$ cat src/rtl/mmio_hub_if.sv
// mmio_hub_if: CPU word-bus connection for mmio_hub.
//   addr  [29:0]  word address          (CPU -> hub)
//   wdata [31:0]  write data            (CPU -> hub)
//   re            one-cycle read strobe (CPU -> hub)
//   we    [3:0]   byte write enables    (CPU -> hub)
//   rdata [31:0]  registered read data  (hub -> CPU)
//   hit_q         registered window hit (hub -> CPU)
interface mmio_hub_if;
  logic [29:0] addr;
  logic [31:0] wdata;
  logic        re;
  logic [3:0]  we;
  logic [31:0] rdata;
  logic        hit_q;

  modport master (output addr, wdata, re, we, input rdata, hit_q);
  modport slave  (input addr, wdata, re, we, output rdata, hit_q);
endinterface

$ cat src/rtl/mmio_hub.sv
// mmio_hub: 8-word MMIO window with GPO (set/clear), 2-flop synchronised GPI,
// prescaled tick timer and sticky STATUS. Read data is registered (RAM-like).
// Optional feature macro: MMIO_HUB_TIMER_CMP_EN (CMP register + compare irq).
// Ports:
//   clk    system clock
//   reset  synchronous, active-high
//   bus    mmio_hub_if.slave (addr, wdata, re, we, rdata, hit_q)
//   gpo    general-purpose outputs [NUM_OUT-1:0]
//   gpi    asynchronous inputs [NUM_IN-1:0]
//   irq    compare interrupt (0 unless MMIO_HUB_TIMER_CMP_EN)
module mmio_hub #(
  parameter logic [29:0] BASE_WORD = 30'h4010,
  parameter int unsigned NUM_OUT   = 8,
  parameter int unsigned NUM_IN    = 4,
  parameter int unsigned CLK_HZ    = 12000000,
  parameter int unsigned TICK_HZ   = 1000
) (
  input  logic               clk,
  input  logic               reset,
  mmio_hub_if.slave          bus,
  output logic [NUM_OUT-1:0] gpo,
  input  logic [NUM_IN-1:0]  gpi,
  output logic               irq
);
  localparam int unsigned DIV = CLK_HZ / TICK_HZ;
  localparam int unsigned PW  = $clog2(DIV);

  logic [NUM_OUT-1:0] gpo_q, gpo_d;
  logic [NUM_IN-1:0]  gpi_s1_q, gpi_s2_q;
  logic [31:0]        count_q, count_d, count_inc;
  logic [PW-1:0]      presc_q, presc_d;
  logic [31:0]        rdata_q, rdata_d;
  logic               hit_q_q;
  logic               cmp_hit_q, cmp_hit_d;
  logic               err_q, err_d;
  logic               irq_en_q, irq_en_d;
  logic               irq_q, irq_d;
`ifdef MMIO_HUB_TIMER_CMP_EN
  logic [31:0]        cmp_q, cmp_d;
`endif

  logic        hit, wr, partial, tick, cmp_set, err_set;
  logic [2:0]  off;
  logic [31:0] rd_val;

  always_comb begin
    hit     = (bus.addr[29:3] == BASE_WORD[29:3]);
    off     = bus.addr[2:0];
    wr      = hit && (bus.we == 4'hF);
    partial = hit && (bus.we != 4'h0) && (bus.we != 4'hF);
    err_set = partial || (hit && (off == 3'd7) && (bus.re || (bus.we != 4'h0)));
  end

  // Read mux sees only current flop values, so a same-cycle write reads back the old value.
  always_comb begin
    rd_val = '0;
    case (off)
      3'd0, 3'd1, 3'd2: rd_val = 32'(gpo_q);
      3'd3:             rd_val = 32'(gpi_s2_q);
      3'd4:             rd_val = count_q;
`ifdef MMIO_HUB_TIMER_CMP_EN
      3'd5:             rd_val = cmp_q;
`endif
      3'd6:             rd_val = {29'b0, irq_en_q, err_q, cmp_hit_q};
      default:          rd_val = '0;
    endcase
  end

  always_comb begin
    rdata_d = (bus.re && hit) ? rd_val : rdata_q;

    gpo_d = gpo_q;
    if (wr) begin
      case (off)
        3'd0:    gpo_d = bus.wdata[NUM_OUT-1:0];
        3'd1:    gpo_d = gpo_q | bus.wdata[NUM_OUT-1:0];
        3'd2:    gpo_d = gpo_q & ~bus.wdata[NUM_OUT-1:0];
        default: gpo_d = gpo_q;
      endcase
    end

    // Timer: a COUNT write overrides a coincident increment and restarts the prescaler.
    tick      = (presc_q == PW'(DIV - 1));
    count_inc = count_q + 32'd1;
    presc_d   = tick ? '0 : presc_q + PW'(1);
    count_d   = tick ? count_inc : count_q;
    if (wr && off == 3'd4) begin
      count_d = bus.wdata;
      presc_d = '0;
    end

`ifdef MMIO_HUB_TIMER_CMP_EN
    cmp_d   = (wr && off == 3'd5) ? bus.wdata : cmp_q;
    cmp_set = tick && !(wr && off == 3'd4) && (count_inc == cmp_q);
    irq_d   = cmp_hit_q && irq_en_q;
`else
    cmp_set = 1'b0;
    irq_d   = 1'b0;
`endif

    // Sticky flags: W1C applied first, so a coincident set wins.
    cmp_hit_d = cmp_hit_q;
    err_d     = err_q;
    irq_en_d  = irq_en_q;
    if (wr && off == 3'd6) begin
      cmp_hit_d = cmp_hit_q & ~bus.wdata[0];
      err_d     = err_q & ~bus.wdata[1];
      irq_en_d  = bus.wdata[2];
    end
    if (cmp_set) cmp_hit_d = 1'b1;
    if (err_set) err_d = 1'b1;
  end

  always_ff @(posedge clk) begin
    if (reset) begin
      gpo_q     <= '0;
      gpi_s1_q  <= '0;
      gpi_s2_q  <= '0;
      count_q   <= '0;
      presc_q   <= '0;
      rdata_q   <= '0;
      hit_q_q   <= 1'b0;
      cmp_hit_q <= 1'b0;
      err_q     <= 1'b0;
      irq_en_q  <= 1'b0;
      irq_q     <= 1'b0;
`ifdef MMIO_HUB_TIMER_CMP_EN
      cmp_q     <= '1;
`endif
    end else begin
      gpo_q     <= gpo_d;
      gpi_s1_q  <= gpi;
      gpi_s2_q  <= gpi_s1_q;
      count_q   <= count_d;
      presc_q   <= presc_d;
      rdata_q   <= rdata_d;
      hit_q_q   <= hit;
      cmp_hit_q <= cmp_hit_d;
      err_q     <= err_d;
      irq_en_q  <= irq_en_d;
      irq_q     <= irq_d;
`ifdef MMIO_HUB_TIMER_CMP_EN
      cmp_q     <= cmp_d;
`endif
    end
  end

  assign bus.rdata = rdata_q;
  assign bus.hit_q = hit_q_q;
  assign gpo       = gpo_q;
  assign irq       = irq_q;
endmodule

$ cat src/flat_wrapper.sv
// flat-port wrapper written by rule: the top's interface ports become plain ports
module mmio_hub_flat 
#(
  parameter logic [29:0] BASE_WORD = 30'h4010,
  parameter int unsigned NUM_OUT   = 8,
  parameter int unsigned NUM_IN    = 4,
  parameter int unsigned CLK_HZ    = 12000000,
  parameter int unsigned TICK_HZ   = 1000
)
  (clk, reset, gpo, gpi, irq, bus_addr, bus_wdata, bus_re, bus_we, bus_rdata, bus_hit_q);
  mmio_hub_if bus_i ();
  input  logic clk;
  input  logic reset;
  output logic [NUM_OUT-1:0] gpo;
  input  logic [NUM_IN-1:0] gpi;
  output logic irq;
  input wire logic [$bits(bus_i.addr)-1:0] bus_addr;
  input wire logic [$bits(bus_i.wdata)-1:0] bus_wdata;
  input wire logic [$bits(bus_i.re)-1:0] bus_re;
  input wire logic [$bits(bus_i.we)-1:0] bus_we;
  output wire logic [$bits(bus_i.rdata)-1:0] bus_rdata;
  output wire logic [$bits(bus_i.hit_q)-1:0] bus_hit_q;
  assign bus_i.addr = bus_addr;
  assign bus_i.wdata = bus_wdata;
  assign bus_i.re = bus_re;
  assign bus_i.we = bus_we;
  assign bus_rdata = bus_i.rdata;
  assign bus_hit_q = bus_i.hit_q;
  mmio_hub #(.BASE_WORD(BASE_WORD), .NUM_OUT(NUM_OUT), .NUM_IN(NUM_IN), .CLK_HZ(CLK_HZ), .TICK_HZ(TICK_HZ)) u_core (.clk(clk), .reset(reset), .bus(bus_i), .gpo(gpo), .gpi(gpi), .irq(irq));
endmodule
$ cat config.mk
export PLATFORM = sky130hd
export DESIGN_NAME = mmio_hub_flat
export DESIGN_NICKNAME = d
export VERILOG_FILES = /design/src/rtl/mmio_hub_if.sv /design/src/rtl/mmio_hub.sv /design/src/flat_wrapper.sv
export SDC_FILE = /design/constraint.sdc
export NUM_CORES = 1
export LEC_CHECK = 0
export BUFFER_PORTS_ARGS = -buffer_cell sky130_fd_sc_hd__buf_4
export CORE_MARGIN = 1.5
export CORE_UTILIZATION = 58
export DETAILED_ROUTE_END_ITERATION = 8
export PLACE_DENSITY = 0.86
export SYNTH_ARGS = -nofsm -noshare
export SYNTH_HDL_FRONTEND = slang
export SYNTH_SLANG_ARGS = --single-unit
$ cat constraint.sdc
create_clock -name clk -period 3.65 [get_ports clk]
set_clock_uncertainty 0.05 [all_clocks]
set_input_delay 0 -clock clk [delete_from_list [all_inputs] [get_ports clk]]
set_output_delay 0 -clock clk [all_outputs]
set_load 0.01 [all_outputs]
Word-level counts from Yosys, hierarchy flattened:

Index checks and enable logic that the tools add are counted.

* output and inout port bits: 42
* input port bits: 73
* bits in latches: 0
* memories: 0
* flip-flop bits (word level): 98
* bits in read-only memories: 0
* bits in writable memories: 0

* $add $sub $neg: 2
* equal/unequal tests: 10
* multiplexer cells: 6
* $mul: 0
* shift-type cells: 0
* div/mod/pow operators: 0
* bitwise logic cells: 7
* reductions and logical operators: 18
* magnitude comparators: 0

Operators with widths (number)
* one-hot mux 32 bit (4 select lines): 1
* 2-to-1 mux 32 bit: 2
* adder 32 x 1 -> 32 bit, second input constant: 1
* == test 27 x 12 -> 1 bit, second input constant: 1
* one-hot mux 8 bit (3 select lines): 1
* adder 14 x 1 -> 14 bit, second input constant: 1
* == test 14 bit, second input constant: 1
* == test 3 bit, second input constant: 3
* bitwise AND 8 bit: 1
* logical AND 1 bit: 8
* inverter 8 bit: 1
* bitwise OR 8 bit: 1
* == test 3 x 2 -> 1 bit, second input constant: 2
* OR reduction 3 bit: 2
* == test 4 bit, second input constant: 1
* != test 4 bit, second input constant: 1
* nonzero test 2 bit: 2
* nonzero test 4 bit: 1
* == test 3 x 1 -> 1 bit, second input constant: 1
* zero test 3 bit: 1
* nonzero test 3 bit: 1
* bitwise AND 1 bit: 2
* logical OR 1 bit: 2
* 2-to-1 mux 1 bit: 2
* other kinds (2): 3

Logic depth before layout (Yosys ltp):

Gate-level depths: netlist of run 1.

* depth in word-level cells: 5
* depth in mapped cells: 8
* gate-level depth less buffers: 6

Least setup slack after synthesis of run 1:

No wires, ideal clock.

* kind: reg-to-reg
* start: reg u_core.presc_q[0]
* end: reg u_core.count_q[15]
* library setup time: 0.086 ns
* path slack: 1.699 ns
* stages on the path, launching flop included: 8
* data arrival time: 1.815 ns
* buffers on the path: 1
* cell sequence: dfxtp_1 -> ha_1 -> and4_1 -> nand4_2 -> buf_2 -> nor4_1 -> xnor2_1 -> a211oi_1

* word-level cells in the longest chain between the ends: 2

Ends and longest elaborated chain
* start: declaration: line mmio_hub.sv:31 `logic [PW-1:0] presc_q, presc_d;`
* start signal: assignment: line mmio_hub.sv:135 `presc_q <= presc_d;`
* == test 14 bit: line mmio_hub.sv:83 `tick = (presc_q == PW'(DIV - 1));`
* nonzero test 2 bit (no source line)
* end signal: assignment: line mmio_hub.sv:134 `count_q <= count_d;`
* end: declaration: line mmio_hub.sv:30 `logic [31:0] count_q, count_d, count_inc;`

No other way between the ends.
A chain may end at the register's enable or synchronous reset.

Final worst setup path of run 1:

Ends and elaborated chain as after synthesis.

==> out/qor.csv, run 1 <==
stage;metric;value;unit
status;status;completed;
logic_synthesis;top-area cell type share of the netlist area;41.7;%
logic_synthesis;cell area after synthesis;0.00470;mm^2
setup_path;Worst Setup SP;u_core.presc_q[0]$_SDFF_PP0_;
logic_synthesis;largest area contributor in the netlist;dfxtp_1;
die;die width;93.1;um
place;hpwl dp;8.01;mm
cts;Hold Buf Count CTS;37;
global_route;gr ovfl total;0;
logic_synthesis;Synth Instances;549;
global_route;GRT Total Usage;28.8;%
cts;CTS tree;built;
setup_path;Critical Path End Type;flop;
sta;worst-margin pin slew;858;ps
sta;final worst path period share;71.0;%
finish;area grow syn2layout;30.4;%
cts;CTS H-Tree Depth;3;
run;total of max-cap violations;0;
setup_path;R2R Setup Slk;1060;ps
finish;most frequent cells in the layout;buf_4, dfxtp_1, nor2_1, nand3_1, nand2_1;
setup_path;worst r2r dst;u_core.count_q[15]$_SDFFE_PP0P_;
setup_path;Crit path largest cell delay;630;ps
cts;clk buf depth;2;
global_route;met2 Usage GRT;50.9;%
setup_path;R2R Path Start;u_core.presc_q[0]$_SDFF_PP0_;
sta;Final Setup Violations;0;
route;antenna viol nets, final;0;
pwr;Sw Ratio;22.1;%
die;Die Y;93.1;um
global_route;via count of the first global-routing pass;4333;
route;DR WL/cell;16.0;um
setup_path;Worst Setup EP;u_core.count_q[15]$_SDFFE_PP0P_;
die;row count;32;
sta;crit path time final;2590;ps
place;routability cong.;0.873;
pwr;Comb power frac;7.6;%
setup_path;Setup crit start kind;flop;
finish;most common cell after layout, fill and taps aside;buf_4;
sta;fin. max-slew vios;0;
route;number of vias per cell;5.83;
global_route;Most Used Layer, Global Route;met2;
sta;final hold violations;0;
setup_path;critical path class;flop to flop;
setup_path;cell family with most CP delay;simple AND/OR/NAND/NOR gates;
logic_synthesis;post-synth cell types;44;
finish;Layout fillers;540;
global_route;first-pass GRT wire length;19.9;mm
finish;nets;743;
finish;fraction of layout cells with a size suffix above 1;23.6;%
logic_synthesis;Post-synth EDFFs;0;
route;iteration count of the initial detailed-routing pass;4;
sta;setup tns final;0;ps
cts;CTS buffer count;9;
cts;Clock Latency Late Sink;370;ps
setup_path;r2r worst-path depth;6;
pwr;Lkg Pwr;0.00223;uW
global_route;initial antenna violation count;0;
sta;Relative slew margins;42.8;%
global_route;largest net degree at the start of global routing;86;
place;Port Buf Inserts;113;
logic_synthesis;Ys Warns;0;
logic_synthesis;Syn Nets;624;
die;die area;0.00866;mm^2
pwr;Pint;1630;uW
logic_synthesis;Seq/Total Area, Yosys;41.7;%
die;number of I/O pins;115;
sta;post-layout worst setup margin;1060;ps
route;Vias;4516;
setup_path;crit path buf inv count;0;
setup_path;critical path's slowest cell;nand4_2;
setup_path;critical path depth;6;
finish;number of diodes;0;
setup_path;CP Cell Sequence;ha_1, and4_1, nand4_2, nor4_1, xnor2_1, a211oi_1;
route;DRT Wirelength;12.4;mm
setup_path;CP Data Arrival Time;2830;ps
cts;post-CTS setup buffers;0;
place;worst slack, placed;1080;ps
sta;Max Freq;386;MHz
pwr;P_sw;461;uW
cts;clock slew at reported path FFs;100;ps
cts;post-cts resize count;0;
die;core outline area;0.00781;mm^2
pwr;peak supply drop;0.170;mV
logic_synthesis;most area-consuming cells after synthesis;dfxtp_1, xnor2_1, a211oi_1;
global_route;met1 Use GR;34.8;%
logic_synthesis;Async S/R FF share, synth;0;%
pwr;power density over the cells;341;mW/mm^2
setup_path;Critical Path RT;3890;ps
die;Initial Util;60.2;%
route;DRT iter0 DRCs;245;
finish;total area of sequential cells;0.00196;mm^2
setup_path;CP max FO;24;
finish;Multi-input gate area;0.00253;mm^2
route;Residual DRC;0;
sta;RSZ-0062 raised after global routing;false;
logic_synthesis;number of synthesized register bits;98;
min_path;Worst Hold Class;input port to flop;
global_route;met3 Use GR;3.98;%
pwr;Clk pwr share;40.8;%
logic_synthesis;Main synth FF type;dfxtp_1;
pwr;Sequential Power Share;51.6;%
cts;Clock Sinks;98;
logic_synthesis;syn avg cell area;8.57;um^2
cts;root buffer cell;clkbuf_8;
logic make-up after synthesis:
kind of cell,count (synthesis),synth area share [%]
compound gates,87,12.5
fa+ha+maj,2,0.532
xor+xnor,50,9.31
mux,8,1.70
simple gates,253,29.6
buf+inv,50,4.58
other cells,1,0.0797
flops,98,41.7
metrics by stage:
stage | cell area (um^2) | std cells | utilization, % | power, uW | hold slack [ps]
finish | 6130 | 775 | 78.6 | 2090 | 27.4
global route | 6130 | 775 | 78.6 | 2150 | 56.8
CTS | 6130 | 775 | 78.6 | 2090 | 20.8
detailed placement | 5520 | 722 | 70.7 | 1230 | 167
global placement | 5520 | 722 | 70.7 | 1220 | 159
floorplan | 4700 | 549 | - | 1150 | 37.9
flip-flops by register name, indices dropped and copies added (netlist names), 4 cells and up:
signal	cells
u_core.presc_q	14
u_core.gpi_s2_q	4
u_core.gpi_s1_q	4
u_core.bus.rdata	32
u_core.gpo	8
u_core.count_q	32
power groups by stage:
stage	Combinational, uW	Sequential [uW]	Clock, uW
detailed placement	124	1100	0
global placement	121	1100	0
finish	159	1080	854
floorplan	51.4	1100	0
CTS	157	1080	857
global route	170	1080	903
worst min-delay path: cells and delay by family:
| kind | cells | cell delay [ps] |
|---|---|---|
| buffers and inverters | 1 | 120 |
| AOI/OAI and AO/OA | 2 | 190 |
| and+or+nand+nor | 1 | 80 |
synth_stat cells (4+ instances only):
master	instances
dfxtp_1	98
nor2_1	66
nand3_1	48
nand2_1	42
a211oi_1	37
a21oi_1	35
xnor2_1	33
clkbuf_1	30
nand4_1	18
xor2_1	17
nor3_1	14
buf_2	13
nor4_2	12
nor4_1	11
and4_1	8
mux2i_1	8
nor2b_1	8
and3_1	5
a221oi_1	4
inv_1	4
final cells by class:
type                       count  area share, %
inverter                       4          0.245
multi-input combinational    401           41.3
tap                          102           2.08
clock inverter                 7           2.02
timing repair buffer         154           20.4
clock buffer                   9           2.02
sequential                    98           32.0
how the worst min path moves through the flow:
stage | slack, ps | cells after the start | start | endpoint
CTS | 20 | 4 | bus_re | u_core.err_q$_SDFFE_PP0P_
global route | 60 | 4 | bus_re | u_core.err_q$_SDFFE_PP0P_
floorplan | 40 | 1 | bus_wdata[0] | u_core.cmp_hit_q$_SDFFE_PP0P_
detailed placement | 170 | 2 | gpi[2] | u_core.gpi_s1_q[2]$_SDFF_PP0_
finish | 30 | 4 | bus_re | u_core.err_q$_SDFFE_PP0P_
global placement | 160 | 2 | gpi[1] | u_core.gpi_s1_q[1]$_SDFF_PP0_
metal layers:
| metal | vias up | wire (um) | part of all wire (%) |
|---|---|---|---|
| met3 | 27 | 638 | 5.1 |
| li1 | 2203 | - | - |
| met2 | 160 | 6280 | 51 |
| met1 | 2126 | 5180 | 42 |
| met4 | 0 | 291 | 2.3 |
| met5 | - | 0 | 0 |
Note: power is estimated with default switching activity, not from simulation.
==> inputs of run 2 (changes only) <==
Settings changed: CORE_UTILIZATION 58 to 54, PLACE_DENSITY 0.86 to 0.81.
Clock period 3.65 ns to 2.7 ns, I/O delays scaled along.
==> run 2 against run 1 <==
Final cell count is 0.65% higher. Worst hold slack worse by 5.4 ps. Largest cell class unchanged. Wire length is 0.63% lower. Register-to-register slack worse by 620 ps. Total power is 25% higher. Critical endpoint is now u_core.count_q[19]$_SDFFE_PP0P_. Critical path depth is 1 higher. Design area is 0.71% lower. Worst setup slack worse by 620 ps.
==> out/qor.csv, run 2 (synthesized netlist as in run 1, its figures left out) <==
stage;metric;value;unit
cts;Clock Latency Late Sink;370;ps
setup_path;CP Data Arrival Time;2460;ps
min_path;Worst Hold Class;input port to flop;
sta;RSZ-0062 raised after global routing;false;
sta;Worst Hold Slack;22.0;ps
die;row count;33;
global_route;first-pass GRT wire length;19.9;mm
cts;clk buf depth;2;
finish;most frequent cells in the layout;buf_4, dfxtp_1, nor2_1, nand3_1, nand2_1;
cts;root buffer cell;clkbuf_8;
cts;post-cts resize count;0;
setup_path;Critical Path RT;2900;ps
cts;Hold Buf Count CTS;36;
finish;area grow syn2layout;29.5;%
pwr;Comb power frac;8.2;%
die;number of I/O pins;115;
sta;Max Freq;442;MHz
setup_path;r2r worst-path depth;7;
sta;Relative slew margins;53.5;%
finish;number of diodes;0;
pwr;Sw Ratio;23.0;%
pwr;Clk pwr share;35.8;%
sta;worst-margin pin slew;691;ps
setup_path;CP max FO;23;
sta;setup tns final;0;ps
finish;fraction of layout cells with a size suffix above 1;23.6;%
min_path;Hold Startpoint;bus_addr[2];
route;iteration count of the initial detailed-routing pass;6;
pwr;Sequential Power Share;55.9;%
global_route;GRT Total Usage;27.7;%
die;die area;0.00928;mm^2
pwr;peak supply drop;0.232;mV
status;status;completed;
sta;final hold violations;0;
min_path;Cells on Worst Hold Path;4;
route;DRT iter0 DRCs;301;
global_route;initial antenna violation count;0;
setup_path;Critical Path End Type;flop;
pwr;Pint;2010;uW
setup_path;worst r2r dst;u_core.count_q[19]$_SDFFE_PP0P_;
cts;clock slew at reported path FFs;90;ps
global_route;gr ovfl total;0;
place;Port Buf Inserts;113;
min_path;Hold EP;u_core.bus.rdata[1]$_SDFFE_PP0P_;
die;Initial Util;56.4;%
die;Die Y;96.3;um
sta;Final Setup Violations;0;
setup_path;Setup crit start kind;flop;
route;number of vias per cell;5.74;
die;die width;96.3;um
route;Vias;4479;
sta;final worst path period share;83.8;%
pwr;power density over the cells;428;mW/mm^2
sta;fin. max-slew vios;0;
setup_path;R2R Path Start;u_core.presc_q[0]$_SDFF_PP0_;
route;DRT Wirelength;12.3;mm
sta;crit path time final;2260;ps
finish;most common cell after layout, fill and taps aside;buf_4;
pwr;Lkg Pwr;0.00220;uW
global_route;largest net degree at the start of global routing;54;
cts;CTS H-Tree Depth;3;
cts;CTS tree;built;
run;total of max-cap violations;0;
cts;Clock Sinks;98;
route;DR WL/cell;15.8;um
global_route;via count of the first global-routing pass;4374;
setup_path;R2R Setup Slk;440;ps
route;antenna viol nets, final;0;
cts;CTS buffer count;9;
pwr;P_sw;598;uW
route;Residual DRC;0;
finish;nets;745;
die;core outline area;0.00834;mm^2
cts;post-CTS setup buffers;0;
place;hpwl dp;8.32;mm
place;routability cong.;0.928;
setup_path;critical path class;flop to flop;
-- run 2: routing by layer --
| metal | up-vias | track usage (%) | wire, um |
|---|---|---|---|
| met5 | - | 0 | 0 |
| met1 | 2079 | 33.1 | 5150 |
| li1 | 2199 | - | - |
| met2 | 171 | 48.8 | 6160 |
| met3 | 30 | 4.90 | 700 |
| met4 | 0 | 11.2 | 311 |
-- run 2: power by group through the flow --
stage,combinational [uW],clock [uW],sequential (uW)
after floorplan,69.5,0,1490
after global placement,165,0,1490
after detailed placement,171,0,1490
after CTS,213,940,1460
after global routing,232,995,1460
final,214,935,1460
-- run 2: critical path: stages, from the launching register on --
cell and delay (ps):
dfxtp_1 380, ha_1 220, and4_1 280, nand4_2 130, buf_4 250, nor4_1 380
xnor2_1 120, a211oi_1 350
-- run 2: through the flow --
step / util [%] / instance area (um^2) / cells / setup WS, ps / total power (uW)
after floorplan: - / 4700 / 549 / 749 / 1560
after global placement: 66.5 / 5540 / 728 / 642 / 1660
after detailed placement: 66.5 / 5540 / 728 / 542 / 1660
after CTS: 73.0 / 6090 / 780 / 428 / 2610
after global routing: 73.0 / 6090 / 780 / 231 / 2690
final: 73.0 / 6090 / 780 / 436 / 2610
-- run 2: cell type report --
| class | count | area (um^2) |
|---|---|---|
| Sequential cell | 98 | 1960 |
| Timing Repair Buffer | 156 | 1260 |
| Multi-Input combinational cell | 401 | 2530 |
| Fill cell | 630 | 2250 |
| Clock inverter | 4 | 52.6 |
| Tap cell | 105 | 131 |
| Inverter | 4 | 15.0 |
| Clock buffer | 12 | 135 |
-- run 2: worst max-delay path by stage --
stage / slack (ps) / cells after the start / endpoint / start
detailed placement: 540 / 5 / u_core.count_q[28]$_SDFFE_PP0P_ / u_core.count_q[5]$_SDFFE_PP0P_
global placement: 640 / 5 / u_core.count_q[23]$_SDFFE_PP0P_ / u_core.count_q[4]$_SDFFE_PP0P_
floorplan: 750 / 7 / u_core.count_q[15]$_SDFFE_PP0P_ / u_core.presc_q[0]$_SDFF_PP0_
global route: 230 / 7 / u_core.count_q[19]$_SDFFE_PP0P_ / u_core.presc_q[0]$_SDFF_PP0_
finish: 440 / 7 / u_core.count_q[19]$_SDFFE_PP0P_ / u_core.presc_q[0]$_SDFF_PP0_
CTS: 430 / 7 / u_core.count_q[19]$_SDFFE_PP0P_ / u_core.presc_q[0]$_SDFF_PP0_
